**config.mk**
```make
export PLATFORM = sky130hd
export DESIGN_NAME = reset_sequencer_flat
export DESIGN_NICKNAME = d
export VERILOG_FILES = /design/src/rtl/reset_seq_pkg.sv /design/src/rtl/reset_sequencer_if.sv /design/src/rtl/sync_debounce.sv /design/src/rtl/reset_sequencer.sv /design/src/flat_wrapper.sv
export SDC_FILE = /design/constraint.sdc
export NUM_CORES = 1
export LEC_CHECK = 0
export ABC_AREA = 1
export CAP_MARGIN = 10
export CORE_ASPECT_RATIO = 0.6
export CORE_MARGIN = 4
export CORE_UTILIZATION = 40
export CTS_CLUSTER_SIZE = 30
export DETAILED_ROUTE_END_ITERATION = 8
export PLACE_DENSITY = 0.56
export SLEW_MARGIN = 20
export SYNTH_ARGS = -nofsm -noshare
export SYNTH_HDL_FRONTEND = slang
export SYNTH_HIERARCHICAL = 1
export SYNTH_SLANG_ARGS = --single-unit
```
**constraint.sdc**
```tcl
create_clock -name clock -period 2 [get_ports clock]
set_input_delay 0.3 -clock clock [delete_from_list [all_inputs] [get_ports clock]]
set_output_delay 0.3 -clock clock [all_outputs]
set_load 0.02 [all_outputs]
```
**src/rtl/reset_seq_pkg.sv**
```systemverilog
// Shared types for the reset sequencer: FSM state encoding, reset-cause codes
// and the counter-sizing helper used by the sequencer and its button debouncer.
package reset_seq_pkg;

    typedef enum logic [1:0] {
        ST_ASSERT     = 2'd0,
        ST_HOLD       = 2'd1,
        ST_REL_PERIPH = 2'd2,
        ST_RUN        = 2'd3
    } state_t;

    typedef enum logic [1:0] {
        CAUSE_POR  = 2'b00,
        CAUSE_BTN  = 2'b01,
        CAUSE_WDT  = 2'b10,
        CAUSE_RSVD = 2'b11
    } cause_t;

    function automatic int max2(input int a, input int b);
        return (a > b) ? a : b;
    endfunction

    // Width of a counter that must hold values 0 .. n-1; never narrower than one bit.
    function automatic int cnt_width(input int n);
        return (n <= 2) ? 1 : $clog2(n);
    endfunction

endpackage

```
**src/rtl/reset_sequencer_if.sv**
```systemverilog
// Reset-sequencer signal bundle: button and watchdog inputs plus the staged
// reset outputs and last-reset cause; master is the sequencer, slave its user.
interface reset_sequencer_if;

    logic       btn_reset;
    logic       wdt_kick;
    logic       rst_periph;
    logic       rst_cpu;
    logic       sys_ready;
    logic [1:0] reset_cause;

    modport master (
        input  btn_reset,
        input  wdt_kick,
        output rst_periph,
        output rst_cpu,
        output sys_ready,
        output reset_cause
    );

    modport slave (
        output btn_reset,
        output wdt_kick,
        input  rst_periph,
        input  rst_cpu,
        input  sys_ready,
        input  reset_cause
    );

endinterface

```
**src/rtl/sync_debounce.sv**
```systemverilog
// Push-button synchroniser and debouncer: emits a single-cycle press event once
// the synchronised button has been high for DEBOUNCE_CYCLES consecutive cycles.
module sync_debounce
    import reset_seq_pkg::*;
#(
    parameter int SYNC_STAGES     = 2,
    parameter int DEBOUNCE_CYCLES = 250000
) (
    input  logic clock,
    input  logic reset,
    input  logic btn_reset,
    output logic btn_sync,
    output logic press_evt
);

    localparam int                DB_W    = cnt_width(DEBOUNCE_CYCLES);
    localparam logic [DB_W-1:0]   DB_LAST = DB_W'(DEBOUNCE_CYCLES - 1);

    logic [SYNC_STAGES-1:0] btn_chain;
    logic [DB_W-1:0]        db_cnt;
    logic                   fired;

    // NOTE: sequential state uses non-blocking assignments so every flop samples pre-edge values.
    always_ff @(posedge clock or posedge reset) begin
        if (reset) begin
            btn_chain <= '0;
        end else begin
            btn_chain <= {btn_chain[SYNC_STAGES-2:0], btn_reset};
        end
    end

    assign btn_sync  = btn_chain[SYNC_STAGES-1];
    assign press_evt = btn_sync && !fired && (db_cnt == DB_LAST);

    // fired blocks repeat events until the button is seen low again.
    always_ff @(posedge clock or posedge reset) begin
        if (reset) begin
            db_cnt <= '0;
            fired  <= 1'b0;
        end else if (!btn_sync) begin
            db_cnt <= '0;
            fired  <= 1'b0;
        end else if (press_evt) begin
            fired  <= 1'b1;
        end else if (!fired) begin
            db_cnt <= db_cnt + DB_W'(1);
        end
    end

endmodule

```
**src/rtl/reset_sequencer.sv**
```systemverilog
// Staged reset release for the 50 MHz domain: peripherals leave reset before the CPU,
// a debounced button re-enters reset, and RST_WATCHDOG_EN adds a CPU watchdog.
module reset_sequencer
    import reset_seq_pkg::*;
#(
    parameter int SYNC_STAGES     = 2,
    parameter int HOLD_CYCLES     = 16,
    parameter int STAGGER_CYCLES  = 8,
    parameter int DEBOUNCE_CYCLES = 250000,
    parameter int WDT_CYCLES      = 2**24
) (
    input  logic               clock,
    input  logic               reset,
    reset_sequencer_if.master  bus
);

    localparam int                CNT_W      = cnt_width(max2(HOLD_CYCLES, STAGGER_CYCLES));
    localparam logic [CNT_W-1:0]  HOLD_LAST  = CNT_W'(HOLD_CYCLES - 1);
    localparam logic [CNT_W-1:0]  STAG_LAST  = CNT_W'(STAGGER_CYCLES - 1);

    state_t                 state;
    state_t                 state_next;
    logic [CNT_W-1:0]       cnt;
    logic [CNT_W-1:0]       cnt_next;
    cause_t                 cause;
    cause_t                 cause_next;
    logic                   rst_periph_q;
    logic                   rst_cpu_q;
    logic                   sys_ready_q;
    logic [SYNC_STAGES-1:0] rel_chain;
    logic                   sync_ok;
    logic                   btn_sync;
    logic                   press_evt;
    logic                   wdt_timeout;

    // Reset asserts asynchronously; release ripples through the chain.
    always_ff @(posedge clock or posedge reset) begin
        if (reset) begin
            rel_chain <= '0;
        end else begin
            rel_chain <= {rel_chain[SYNC_STAGES-2:0], 1'b1};
        end
    end

    assign sync_ok = rel_chain[SYNC_STAGES-1];

    sync_debounce #(
        .SYNC_STAGES     (SYNC_STAGES),
        .DEBOUNCE_CYCLES (DEBOUNCE_CYCLES)
    ) u_btn (
        .clock     (clock),
        .reset     (reset),
        .btn_reset (bus.btn_reset),
        .btn_sync  (btn_sync),
        .press_evt (press_evt)
    );

`ifdef RST_WATCHDOG_EN
    localparam int               WDT_W    = cnt_width(WDT_CYCLES);
    localparam logic [WDT_W-1:0] WDT_LAST = WDT_W'(WDT_CYCLES - 1);

    logic [WDT_W-1:0] wdt_cnt;

    // A kick in the timeout cycle wins; the counter only runs while staying in RUN.
    assign wdt_timeout = (state == ST_RUN) && !bus.wdt_kick && (wdt_cnt == WDT_LAST);

    always_ff @(posedge clock or posedge reset) begin
        if (reset) begin
            wdt_cnt <= '0;
        end else if (state != ST_RUN || state_next != ST_RUN || bus.wdt_kick) begin
            wdt_cnt <= '0;
        end else begin
            wdt_cnt <= wdt_cnt + WDT_W'(1);
        end
    end
`else
    logic unused_wdt;

    assign wdt_timeout = 1'b0;
    assign unused_wdt  = bus.wdt_kick ^ WDT_CYCLES[0];
`endif

    // NOTE: every combinational output gets a default first so no path infers a latch.
    always_comb begin
        state_next = state;
        cnt_next   = cnt;
        cause_next = cause;

        case (state)
            ST_ASSERT: begin
                cnt_next = '0;
                if (sync_ok && !btn_sync) begin
                    state_next = ST_HOLD;
                end
            end
            ST_HOLD: begin
                if (cnt == HOLD_LAST) begin
                    state_next = ST_REL_PERIPH;
                    cnt_next   = '0;
                end else begin
                    cnt_next = cnt + CNT_W'(1);
                end
            end
            ST_REL_PERIPH: begin
                if (cnt == STAG_LAST) begin
                    state_next = ST_RUN;
                    cnt_next   = '0;
                end else begin
                    cnt_next = cnt + CNT_W'(1);
                end
            end
            ST_RUN: begin
                cnt_next = '0;
            end
            default: begin
                state_next = ST_ASSERT;
                cnt_next   = '0;
            end
        endcase

        // Button outranks the watchdog when both fire together.
        if (press_evt) begin
            state_next = ST_ASSERT;
            cnt_next   = '0;
            cause_next = CAUSE_BTN;
        end else if (wdt_timeout) begin
            state_next = ST_ASSERT;
            cnt_next   = '0;
            cause_next = CAUSE_WDT;
        end
    end

    // Outputs are registered from the next state so they change on the transition edge.
    always_ff @(posedge clock or posedge reset) begin
        if (reset) begin
            state        <= ST_ASSERT;
            cnt          <= '0;
            cause        <= CAUSE_POR;
            rst_periph_q <= 1'b1;
            rst_cpu_q    <= 1'b1;
            sys_ready_q  <= 1'b0;
        end else begin
            state        <= state_next;
            cnt          <= cnt_next;
            cause        <= cause_next;
            rst_periph_q <= (state_next == ST_ASSERT) || (state_next == ST_HOLD);
            rst_cpu_q    <= (state_next != ST_RUN);
            sys_ready_q  <= (state_next == ST_RUN);
        end
    end

    assign bus.rst_periph  = rst_periph_q;
    assign bus.rst_cpu     = rst_cpu_q;
    assign bus.sys_ready   = sys_ready_q;
    assign bus.reset_cause = cause;

endmodule

```
**src/flat_wrapper.sv**
```systemverilog
// flat-port wrapper written by rule: the top's interface ports become plain ports
module reset_sequencer_flat import reset_seq_pkg::*;
#(
    parameter int SYNC_STAGES     = 2,
    parameter int HOLD_CYCLES     = 16,
    parameter int STAGGER_CYCLES  = 8,
    parameter int DEBOUNCE_CYCLES = 250000,
    parameter int WDT_CYCLES      = 2**24
)
  (clock, reset, bus_btn_reset, bus_wdt_kick, bus_rst_periph, bus_rst_cpu, bus_sys_ready, bus_reset_cause);
  reset_sequencer_if bus_i ();
  input  logic clock;
  input  logic reset;
  input wire logic [$bits(bus_i.btn_reset)-1:0] bus_btn_reset;
  input wire logic [$bits(bus_i.wdt_kick)-1:0] bus_wdt_kick;
  output wire logic [$bits(bus_i.rst_periph)-1:0] bus_rst_periph;
  output wire logic [$bits(bus_i.rst_cpu)-1:0] bus_rst_cpu;
  output wire logic [$bits(bus_i.sys_ready)-1:0] bus_sys_ready;
  output wire logic [$bits(bus_i.reset_cause)-1:0] bus_reset_cause;
  assign bus_i.btn_reset = bus_btn_reset;
  assign bus_i.wdt_kick = bus_wdt_kick;
  assign bus_rst_periph = bus_i.rst_periph;
  assign bus_rst_cpu = bus_i.rst_cpu;
  assign bus_sys_ready = bus_i.sys_ready;
  assign bus_reset_cause = bus_i.reset_cause;
  reset_sequencer #(.SYNC_STAGES(SYNC_STAGES), .HOLD_CYCLES(HOLD_CYCLES), .STAGGER_CYCLES(STAGGER_CYCLES), .DEBOUNCE_CYCLES(DEBOUNCE_CYCLES), .WDT_CYCLES(WDT_CYCLES)) u_core (.clock(clock), .reset(reset), .bus(bus_i));
endmodule
```
# After elaboration in Yosys (flattened, before gate mapping)
# Cells that the tools add are included.
[word_totals]
register_bits = 33
latch_bits = 0
ram_bits = 0
mem_bits_ro = 0
in_bits = 4
out_inout_bits = 5
word_cells = 48
memories = 0
[classes]
n_addsub = 2
n_mul = 0
div = 0
n_lt_le_gt_ge = 0
eq_ne = 12
n_shift = 0
muxes = 14
bitwise = 0
reduce_logical = 10
[ops]
columns = ["operator", "n"]
rows = [
  ["two-way mux 18 bit", 3],
  ["adder 18 x 1 -> 18 bit (second input constant)", 1],
  ["== test 18 bit (second input constant)", 1],
  ["two-way mux 4 bit", 3],
  ["case mux 4 bit (3 select lines)", 1],
  ["two-way mux 2 bit", 4],
  ["== test 2 bit (second input constant)", 3],
  ["!= test 2 bit (second input constant)", 3],
  ["case mux 2 bit (3 select lines)", 1],
  ["adder 4 x 1 -> 4 bit (second input constant)", 1],
  ["== test 2 x 1 -> 1 bit (second input constant)", 2],
  ["== test 4 x 3 -> 1 bit (second input constant)", 1],
  ["== test 4 bit (second input constant)", 1],
  ["zero test 2 bit", 2],
  ["logical AND 1 bit", 3],
  ["zero test 1 bit", 2],
  ["two-way mux 1 bit", 2],
  ["!= test 2 x 1 -> 1 bit (second input constant)", 1],
  ["AND reduction 2 bit", 1],
  ["OR reduction 2 bit", 1],
  ["logical OR 1 bit", 1],
]

# Longest topological paths before layout
[depth]
word_depth = 7
mapped_depth = 9
ltp_nobuf = 9

# Modules after synthesis
# Netlist, hierarchy kept.
[modules_own_cells]
columns = ["module", "n_inst", "cells_per_inst", "area_each_um2", "seq_area_each_um2"]
rows = [
  ["sync_debounce", 1, 190, 1350.0, 525.5],
  ["reset_sequencer", 1, 52, 519.2, 302.8],
]

# Worst setup path before layout
# Ideal clock, no wire load.
[synth_path]
path_type = "register -> register"
startpoint = "register u_core.u_btn.db_cnt[0]"
endpoint = "register u_core.u_btn.db_cnt[5]"
setup_ns = 0.130
t_arrival_ns = 1.291
required_ns = 1.870
slack_ns = 0.579
path_stages_with_launch = 9
path_buffers = 0
synth_period_minus_slack_ns = 1.421
cell_sequence = "dfrtp_1 ha_1 nand3_1 inv_1 nand3_1 nor2_2 nor2_2 nand2_1 o21ai_0"
[synth_via]
elab_chain_len = 4
word_cells_on_any_way = 8
cone_classes = "1 x add/sub; 2 x eq/ne; 3 x mux; 2 x reduce/logical"
[synth_rtl]
columns = ["item", "line", "source"]
rows = [
  ["start: declaration", "sync_debounce.sv:20", "logic [DB_W-1:0] db_cnt;"],
  ["start signal: assignment", "sync_debounce.sv:46", "db_cnt <= db_cnt + DB_W'(1);"],
  ["== test 18 bit", "sync_debounce.sv:33", "assign press_evt = btn_sync && !fired && (db_cnt == DB_LAST);"],
  ["logical AND 1 bit", "sync_debounce.sv:33", ""],
  ["named net u_core.press_evt", "reset_sequencer.sv:33", "logic press_evt;"],
  ["!= test 2 bit (no source line)", "-", ""],
  ["AND reduction 2 bit (no source line)", "-", ""],
]
# The timed path passes the listed nets, and every way through them passes these cells. The select of a mux whose other input is x is not followed.
# A chain may end at the register's enable or synchronous reset.

# Final worst setup path
[layout_path]
startpoint = "register u_core.u_btn.db_cnt[0]"
endpoint = "register u_core.u_btn.db_cnt[6]"
# The elaborated chain is that of the path after synthesis.

==> flow_summary.json <==
{
  "status": "complete, no violations",
  "yosysUniqueCellTypes": 29,
  "die_h_um": 61.0,
  "synth_seq_cells": 33,
  "cts_root_buffer": "clkbuf_8",
  "cts_buffers": 5,
  "fin_nets": 261,
  "syn_inst": 242,
  "place_area_um2": 2000,
  "synth_nets": 248,
  "path_max_fanout": 8,
  "p_leak_nw": 0.955,
  "die-area_um2": 5870,
  "dp.cells": 308,
  "detail_route.wl_per_cell_um": 12.5,
  "drtIter0Drc": 94,
  "die_w_um": 96.3,
  "fin_hold_ws_ns": 0.348,
  "core_area_um2": 4300,
  "dpl.hpwl_mm": 3.04,
  "synth_ff_type": "dfrtp_1",
  "avgSynthCellArea_um2": 7.72,
  "powerDensity_nw_per_um2": 800,
  "ctsHoldBuffers": 0,
  "port_buffers": 6,
  "ys_warn_count": 6,
  "cts_max_level": 2,
  "drive_above_1_share_pct": 14.8,
  "ios": 9,
  "cts_sinks": 33,
  "fin_area_um2": 2120,
  "antenna_found_initial": 0,
  "start_kind": "flip-flop",
  "tns_ns": 0,
  "required_ns": 2.16,
  "cts_tree": "yes",
  "skew_ns": 0.00566,
  "drcViolationCount": 0,
  "syn_area_um2": 1870,
  "setup-violations-final": 0,
  "avgViaCountPerCell": 4.72,
  "timing.rr.end": "u_core/u_btn/db_cnt[6]$_DFFE_PP0P_",
  "cts.path.max_buffers": 2,
  "instances_no_fill": 316,
  "irDropWorstVdd_v": 0.000403,
  "period_needed_ns": 1.72,
  "ys_seq_area_share_pct": 44.3,
  "fin_crit_sh_pct": 86.2,
  "grt_pass1_vias": 1273,
  "area_delta_synth_final_pct": 13.3,
  "vias": 1493,
  "place_congestion": 0.889,
  "rsz0062_at_grt": "no",
  "crit_type": "flip-flop to flip-flop",
  "grt_pass1_wl_mm": 6.63,
  "arrival_ns": 1.88,
  "finalMaxSlewViolations": 0,
  "final_common_cell": "nand2_1",
  "grt_start_max_net_pins": 22,
  "post_cts_buffers": 0,
  "r2r_slack_ns": 0.28,
  "grt.total_usage_pct": 15.6,
  "totalWireLength_mm": 3.96,
  "ff2ff_path_depth": 8,
  "synth-edff-count": 0,
  "r2r_start": "u_core/u_btn/db_cnt[0]$_DFFE_PP0P_",
  "total_power_mw": 1.69,
  "clock_latency_ns": 0.28,
  "rows": 18,
  "layout_common_cells": "nand2_1 (75), nor2_1 (33), dfrtp_1 (31)",
  "start_util_pct": 43.5,
  "grt_overflow": 0,
  "synth-async-reset-ratio_pct": 100,
  "final_hold_viol_count": 0,
  "first_pass_iters": 4,
  "max_freq_ghz": 0.580,
  "maxCapViolCount": 0,
  "cp-end-kind": "flip-flop",
  "drtAntennaViolNets": 0,
  "insertedDiodeCount": 0,
  "clkTransAtPathRegs_ns": 0.07,
  "hp-class": "input port to asynchronous set/reset pin",
  "cts_resized": 0
}
## worst max-delay path by stage
stage | depth (start not counted) | startpoint | endpoint | slack (ns)
final | 8 | u_core/u_btn/db_cnt[0]$_DFFE_PP0P_ | u_core/u_btn/db_cnt[6]$_DFFE_PP0P_ | 0.28
after CTS | 1 | u_core/bus.rst_periph$_DFF_PP1_ | bus_rst_periph | 0.29
after floorplan | 8 | u_core/u_btn/db_cnt[0]$_DFFE_PP0P_ | u_core/u_btn/db_cnt[5]$_DFFE_PP0P_ | 0.58
after global routing | 8 | u_core/u_btn/db_cnt[0]$_DFFE_PP0P_ | u_core/u_btn/db_cnt[5]$_DFFE_PP0P_ | 0.15
after global placement | 8 | u_core/u_btn/db_cnt[0]$_DFFE_PP0P_ | u_core/u_btn/db_cnt[6]$_DFFE_PP0P_ | 0.33
after detailed placement | 8 | u_core/u_btn/db_cnt[0]$_DFFE_PP0P_ | u_core/u_btn/db_cnt[6]$_DFFE_PP0P_ | 0.31
## report_power, final
group / switching [mW] / leakage (nW) / internal [mW]
clock network: 0.241 / 0.0585 / 0.406
logic: 0.158 / 0.463 / 0.105
registers: 0.0516 / 0.433 / 0.732
total: 0.450 / 0.955 / 1.24
## logic make-up (layout without fill, tap and decap cells)
group	count (synthesis)	count (layout)	synth area share [%]
simple gates	144	144	33.8
xor+xnor	7	7	3.28
other cells	2	2	0.402
buf+inv	31	45	7.70
flops	33	33	44.3
fa+ha+maj	2	2	1.34
compound gates	23	23	9.17
## sequential cells by signal (all words and copies together), names as in the netlist
signal / count
u_core/u_btn/btn_chain: 2
u_core/state: 2
u_core/bus.rst_periph: 1
u_core/bus.reset_cause: 1
u_core/cnt: 4
u_core/bus.rst_cpu: 1
u_core/rel_chain: 2
u_core/bus.sys_ready: 1
u_core/u_btn/db_cnt: 18
u_core/u_btn/fired: 1
## worst max-delay path, stage by stage, from the launching register on
cell	delay (ns)
dfrtp_1	0.40
ha_1	0.21
nand3_1	0.20
inv_1	0.13
nand3_1	0.10
nor2_2	0.27
nor2_2	0.14
nand2_1	0.08
o21ai_0	0.07
## through the flow
step                utilization, %  setup WS [ns]
detailed placement            46.5          0.309
global placement              46.5          0.334
global route                  49.2          0.146
floorplan                        -          0.579
CTS                           49.2          0.290
finish                        49.2          0.276
## metal layers
| metal | wire length [um] | GRT usage [%] |
|---|---|---|
| met2 | 1340 | 16.9 |
| met4 | 40 | 6.28 |
| met1 | 2350 | 27.1 |
| met5 | 0 | 0 |
| met3 | 230 | 3.72 |
## final cells by class
| class | instances | area, um^2 |
|---|---|---|
| clock buffers | 7 | 86.3 |
| clock inverters | 1 | 30.0 |
| fillers | 430 | 2180 |
| inverters | 28 | 105 |
| multi-input cells | 178 | 897 |
| flip-flops and latches | 33 | 828 |
| well taps | 60 | 75.1 |
| repair buffers | 9 | 95.1 |
## cell usage after synthesis, types with 2 or more instances
library cell	instances	share of area, %
ha_1	2	1.3
nand3_1	17	4.6
o21ai_0	7	1.9
nor2_2	5	1.7
o21ai_2	10	4.7
nand2_4	2	1.2
xor2_1	7	3.3
nor2_1	33	6.6
dfstp_2	2	2.8
o21bai_1	3	1.2
dfrtp_1	31	41
nand4_1	4	1.3
inv_2	3	0.60
inv_1	25	5.0
nand2_1	75	15
nand2_2	2	0.67
conb_1	2	0.40
Note: power is estimated with default switching activity, not from simulation.
